<file path="src/rtl/alu_issue_ctrl.sv">
// ALU issue controller: accepts one request, runs it on an external unit
// or computes it locally, then holds the result until the consumer acks.
// Optional macro ALU_TIMEOUT_EN adds a 6-bit WAIT timeout (out=DEADBEEF).
// Ports: clk, rst_n (async, low); in_valid/in_ready, a, b, ctrl request;
//   unit_start/unit_sel/unit_a/unit_b/unit_ctrl issue, unit_done/unit_out
//   return; out/out_en/err result held until out_ack.
module alu_issue_ctrl (
  input  logic        clk,
  input  logic        rst_n,
  input  logic        in_valid,
  output logic        in_ready,
  input  logic [31:0] a,
  input  logic [31:0] b,
  input  logic [4:0]  ctrl,
  output logic        unit_start,
  output logic [1:0]  unit_sel,
  output logic [31:0] unit_a,
  output logic [31:0] unit_b,
  output logic [4:0]  unit_ctrl,
  input  logic        unit_done,
  input  logic [31:0] unit_out,
  output logic [31:0] out,
  output logic        out_en,
  output logic        err,
  input  logic        out_ack
);

  localparam logic [1:0] IDLE  = 2'd0;
  localparam logic [1:0] ISSUE = 2'd1;
  localparam logic [1:0] WAIT  = 2'd2;
  localparam logic [1:0] HOLD  = 2'd3;

  localparam logic [4:0] OP_ADD = 5'd0;
  localparam logic [4:0] OP_SUB = 5'd1;
  localparam logic [4:0] OP_SLL = 5'd2;
  localparam logic [4:0] OP_AND = 5'd4;
  localparam logic [4:0] OP_OR  = 5'd5;
  localparam logic [4:0] OP_XOR = 5'd6;

  logic [1:0]  state;
  logic        is_add;
  logic        is_sll;
  logic        is_and;
  logic        is_or;
  logic        is_xor;
  logic        is_loc;
  logic [31:0] loc_res;

`ifdef ALU_TIMEOUT_EN
  logic [5:0]  tmo_cnt;
`endif

  assign is_add = (ctrl == OP_ADD) || (ctrl == OP_SUB);
  assign is_sll = (ctrl == OP_SLL);
  assign is_and = (ctrl == OP_AND);
  assign is_or  = (ctrl == OP_OR);
  assign is_xor = (ctrl == OP_XOR);
  assign is_loc = is_and | is_or | is_xor;

  // Illegal opcodes fall to the default and yield zero.
  always_comb begin
    loc_res = '0;
    unique case (1'b1)
      is_and:  loc_res = a & b;
      is_or:   loc_res = a | b;
      is_xor:  loc_res = a ^ b;
      default: loc_res = '0;
    endcase
  end

  assign in_ready   = (state == IDLE);
  assign unit_start = (state == ISSUE);
  assign out_en     = (state == HOLD);

  always_ff @(posedge clk or negedge rst_n) begin
    if (!rst_n) begin
      state     <= IDLE;
      unit_sel  <= 2'd0;
      unit_a    <= '0;
      unit_b    <= '0;
      unit_ctrl <= '0;
      out       <= '0;
      err       <= 1'b0;
`ifdef ALU_TIMEOUT_EN
      tmo_cnt   <= '0;
`endif
    end else begin
      unique case (state)
        IDLE: begin
          if (in_valid) begin
            if (is_add || is_sll) begin
              unit_a    <= a;
              unit_b    <= is_sll ? {27'b0, b[4:0]} : b;
              unit_ctrl <= ctrl;
              unit_sel  <= is_sll ? 2'd1 : 2'd0;
              state     <= ISSUE;
            end else begin
              out   <= loc_res;
              err   <= ~is_loc;
              state <= HOLD;
            end
          end
        end
        ISSUE: begin
          state <= WAIT;
`ifdef ALU_TIMEOUT_EN
          tmo_cnt <= '0;
`endif
        end
        WAIT: begin
          if (unit_done) begin
            out   <= unit_out;
            err   <= 1'b0;
            state <= HOLD;
          end
`ifdef ALU_TIMEOUT_EN
          else if (tmo_cnt == 6'd63) begin
            out   <= 32'hDEADBEEF;
            err   <= 1'b1;
            state <= HOLD;
          end else begin
            tmo_cnt <= tmo_cnt + 6'd1;
          end
`endif
        end
        HOLD: begin
          if (out_ack) state <= IDLE;
        end
        default: state <= IDLE;
      endcase
    end
  end

endmodule
</file>
<file path="config.mk">
export PLATFORM = sky130hd
export DESIGN_NAME = alu_issue_ctrl
export DESIGN_NICKNAME = d
export VERILOG_FILES = /design/src/rtl/alu_issue_ctrl.sv
export SDC_FILE = /design/constraint.sdc
export NUM_CORES = 1
export LEC_CHECK = 0
export CORE_ASPECT_RATIO = 1.1
export CORE_MARGIN = 4
export CORE_UTILIZATION = 41
export CTS_BUF_LIST = sky130_fd_sc_hd__clkbuf_8 sky130_fd_sc_hd__clkbuf_16
export DETAILED_ROUTE_END_ITERATION = 16
export HOLD_SLACK_MARGIN = 0.15
export PLACE_DENSITY = 0.78
export SLEW_MARGIN = 20
export SYNTH_ARGS = -nofsm -noshare
export SYNTH_HDL_FRONTEND = slang
export SYNTH_SLANG_ARGS = --single-unit
</file>
<file path="constraint.sdc">
create_clock -name clk -period 1.9 [get_ports clk]
set_input_delay 0.38 -clock clk [delete_from_list [all_inputs] [get_ports clk]]
set_output_delay 0.38 -clock clk [all_outputs]
set_load 0.05 [all_outputs]
</file>
==> flow_metrics.env <==
export IMPL_vias=5280
export IMPL_switchingPower_mw=7.298
export IMPL_peakVddDrop_mv=1.052
export IMPL_cts_tree="yes"
export IMPL_finalHoldViolCount=0
export IMPL_synth_area_leaders="dfrtp_1 (46%), ha_1 (15%), mux2i_1 (5.6%), inv_1 (4.4%), a22oi_1 (4.2%)"
export IMPL_first_global_vias=5625
export IMPL_synth_nets=745
export IMPL_slowest_stage="dfrtp_1"
export IMPL_dpl_worst_slack_ns=-0.3182
export IMPL_die_x_um=120.9
export IMPL_cts_sinks=105
export IMPL_gp_congestion=0.8855
export IMPL_ant_nets=0
export IMPL_setup_viol=0
export IMPL_swShare_pct=50.36
export IMPL_async_flop_share_pct=100.0
export IMPL_crit_chain="inv_2, buf_4, buf_4, ha_2, buf_12"
export IMPL_drt_first_pass_iters=5
export IMPL_drc=0
export IMPL_overflow=0
export IMPL_cts_buffers=9
export IMPL_port_buffers=211
export IMPL_drt_wl_total_um=18380
export IMPL_cp_start_kind="register"
export IMPL_dp_hpwl_um=13400
export IMPL_worstReg2RegStart="state[0]$_DFFE_PN0P_"
export IMPL_max_freq_mhz=549.1
export IMPL_ctsHtreeMaxLevel=3
export IMPL_worstPathArrival_ns=1.44
export IMPL_synth_most_common_cell="dfrtp_1"
export IMPL_syn_mean_instance_area_um2=10.09
export IMPL_drt_iter0_drc=341
export IMPL_viasPerCell=5.333
export IMPL_die_area_um2=15990
export IMPL_critPathKind="register to primary output"
export IMPL_ys_seq_elements=105
export IMPL_max_cap_violations=0
export IMPL_drive_above_1_share_pct=14.71
export IMPL_min_to="unit_a[14]$_DFFE_PN0P_"
export IMPL_endpoint_kind="primary output"
export IMPL_grt_pass1_wl_um=28740
export IMPL_cts_buffer_depth=2
export IMPL_reg2reg_slack_ns=0.08
export IMPL_layout_setup_ws_ns=0.07885
export IMPL_synth_cells=570
export IMPL_whs_ns=0.4833
export IMPL_grt_max_degree=106
export IMPL_fp_dieH_um=132.2
export IMPL_area_delta_synth_final_pct=50.79
export IMPL_cts_clk_slew_worst_paths_ns=0.07
export IMPL_synth_top_area_share_pct=45.68
export IMPL_clock_latency_ns=0.34
export IMPL_power_frac_clock_pct=11.8
export IMPL_cp_slowest_stage_delay_ns=0.43
export IMPL_leakage_nw=4.624
export IMPL_period_needed_ns=1.821
export IMPL_ys_flop_type="dfrtp_1"
export IMPL_min_path_cells=2
export IMPL_slew_viol_final=0
export IMPL_yosysWarnings=0
export IMPL_ys_seq_area_share_pct=45.68
export IMPL_avgRoutedWirePerCell_um=18.56
export IMPL_antenna_found_initial=0
export IMPL_holdCritPathClass="register to register"
export IMPL_r2r_end="out[16]$_DFFE_PN0P_"
export IMPL_relSlewSlack_pct=59.15
export IMPL_yosysUniqueCellTypes=31
export IMPL_diodes=0
export IMPL_powerDensity_nw_per_um2=1671
export IMPL_outcome="finished, final reports clean"
export IMPL_cpMostUsedCell="buf_4"
export IMPL_nets=972
export IMPL_fin_cells=990
export IMPL_clock_skew_ns=0.006752
export IMPL_comb_power_share_pct=61.4
export IMPL_cp_max_fo=3
export IMPL_io_pins=213
export IMPL_fp_row_count=45
export IMPL_min_period_over_period_pct=95.85
export IMPL_start_util_pct=41.70
export IMPL_r2r_cells=7
export IMPL_synthTopCellsByCount="dfrtp_1 (105), ha_1 (69), inv_1 (68)"
export IMPL_syn_area_um2=5752
export IMPL_clockRootBuffer="clkbuf_16"
export IMPL_seq_power_share_pct=26.9
export IMPL_fin_total_pwr_mw=14.49
export IMPL_synth_edf_count=0
export IMPL_core_um2=13790
export IMPL_power_internal_mw=7.195
export IMPL_grt_use_total_pct=22.34
export IMPL_yosysTopAreaCell="dfrtp_1"
export IMPL_min_delay_start="unit_a[14]$_DFFE_PN0P_"
export IMPL_worst_pin_slew_ns=0.6127
export IMPL_post_place_cells=964
export IMPL_cp_required_ns=1.52
## cell families after synthesis
logic type	share of synthesized area (%)
buffers and inverters	7.809
AND/OR/NAND/NOR	6.200
flip-flops	45.68
AO/OA/AOI/OAI	19.27
multiplexers	5.960
adder cells (fa/ha/maj)	15.01
other	0.06520
## registers in the layout, indices dropped and copies added, names as in the netlist
signal     cells
out           32
unit_a        32
unit_b        32
unit_ctrl      5
state          2
err            1
unit_sel       1
## area by class of cell
type	count	area (µm²)
Clock buffer	9	225.2
Clock inverter	7	40.04
Fill cell	1117	5121
Inverter	68	255.2
Multi-Input combinational cell	357	2743
Sequential cell	105	2628
Tap cell	188	235.2
Timing Repair Buffer	256	2547
## worst max-delay path by stage
stage	from	endpoint	cells past startpoint
global placement	ctrl[3]	out[10]$_DFFE_PN0P_	7
global route	state[0]$_DFFE_PN0P_	out[19]$_DFFE_PN0P_	8
floorplan	state[0]$_DFFE_PN0P_	out[14]$_DFFE_PN0P_	9
finish	state[1]$_DFFE_PN0P_	unit_start	5
CTS	unit_b[18]$_DFFE_PN0P_	unit_b[18]	1
detailed placement	ctrl[3]	out[16]$_DFFE_PN0P_	7
## power by group through the flow
| stage | registers [mW] | logic (mW) | clock network, mW |
|---|---|---|---|
| 2_1_floorplan | 7.16 | 2.18 | 0 |
| 5_1_grt | 4.01 | 9.36 | 1.83 |
| 3_3_place_gp | 3.90 | 8.44 | 0 |
| 3_5_place_dp | 3.92 | 8.66 | 0 |
| 6_report | 3.89 | 8.89 | 1.71 |
| 4_1_cts | 3.89 | 8.47 | 1.74 |
## worst max-delay path: cells and delay by family, from the launching register on
family / cells / cell delay, ns
adder cells (fa/ha/maj): 1 / 0.18
buffers and inverters: 4 / 0.49
flip-flops: 1 / 0.43
## layout by cell type, fill, tap and decap left out, types with 2 or more instances in the layout
master,Yosys,routed
o22ai_1,32,32
buf_12,0,11
dlymetal6s2s_1,0,25
o21ai_0,10,10
nor2_1,33,31
o21ai_1,30,30
a22o_1,27,27
dfrtp_1,105,105
inv_1,68,69
clkbuf_16,0,12
ha_1,69,66
nor2b_4,0,2
ha_4,0,2
clkdlybuf4s50_1,0,100
clkinvlp_4,0,2
mux2_1,2,2
buf_4,7,72
buf_2,14,2
a2111oi_4,1,2
mux2i_1,32,32
a21oi_1,33,33
dlygate4sd2_1,0,38
nand2_1,39,39
a22oi_1,32,32
buf_6,0,4
and2_1,3,3
inv_2,0,2
nor2_2,0,2
## stage by stage
stage | TNS [ns] | utilization, % | area (µm²)
floorplan | 0 | - | 5754
global placement | -13.98 | 59.46 | 8203
detailed placement | -20.57 | 59.46 | 8203
CTS | 0 | 61.26 | 8451
global route | -0.009146 | 62.88 | 8673
finish | 0 | 62.88 | 8673
## what timing repair did
action / 4_1_cts / 5_1_grt
cloned: 0 / 3
hold buffers: 1 / 0
setup endpoints to repair: 70 / 55
resized for setup: 43 / 36
hold endpoints to repair: 105 / 0
pin swaps: 1 / 2
buffers inserted: 0 / 6
## routing by layer
layer | up-vias | global-route usage [%] | wire length, µm
met5 | - | 0 | 0
li1 | 2426 | - | -
met1 | 2564 | 27.28 | 7314
met2 | 237 | 38.34 | 9107
met3 | 53 | 4.678 | 1326
met4 | 0 | 8.816 | 630
No activity file was read; power rests on OpenSTA's default activity.
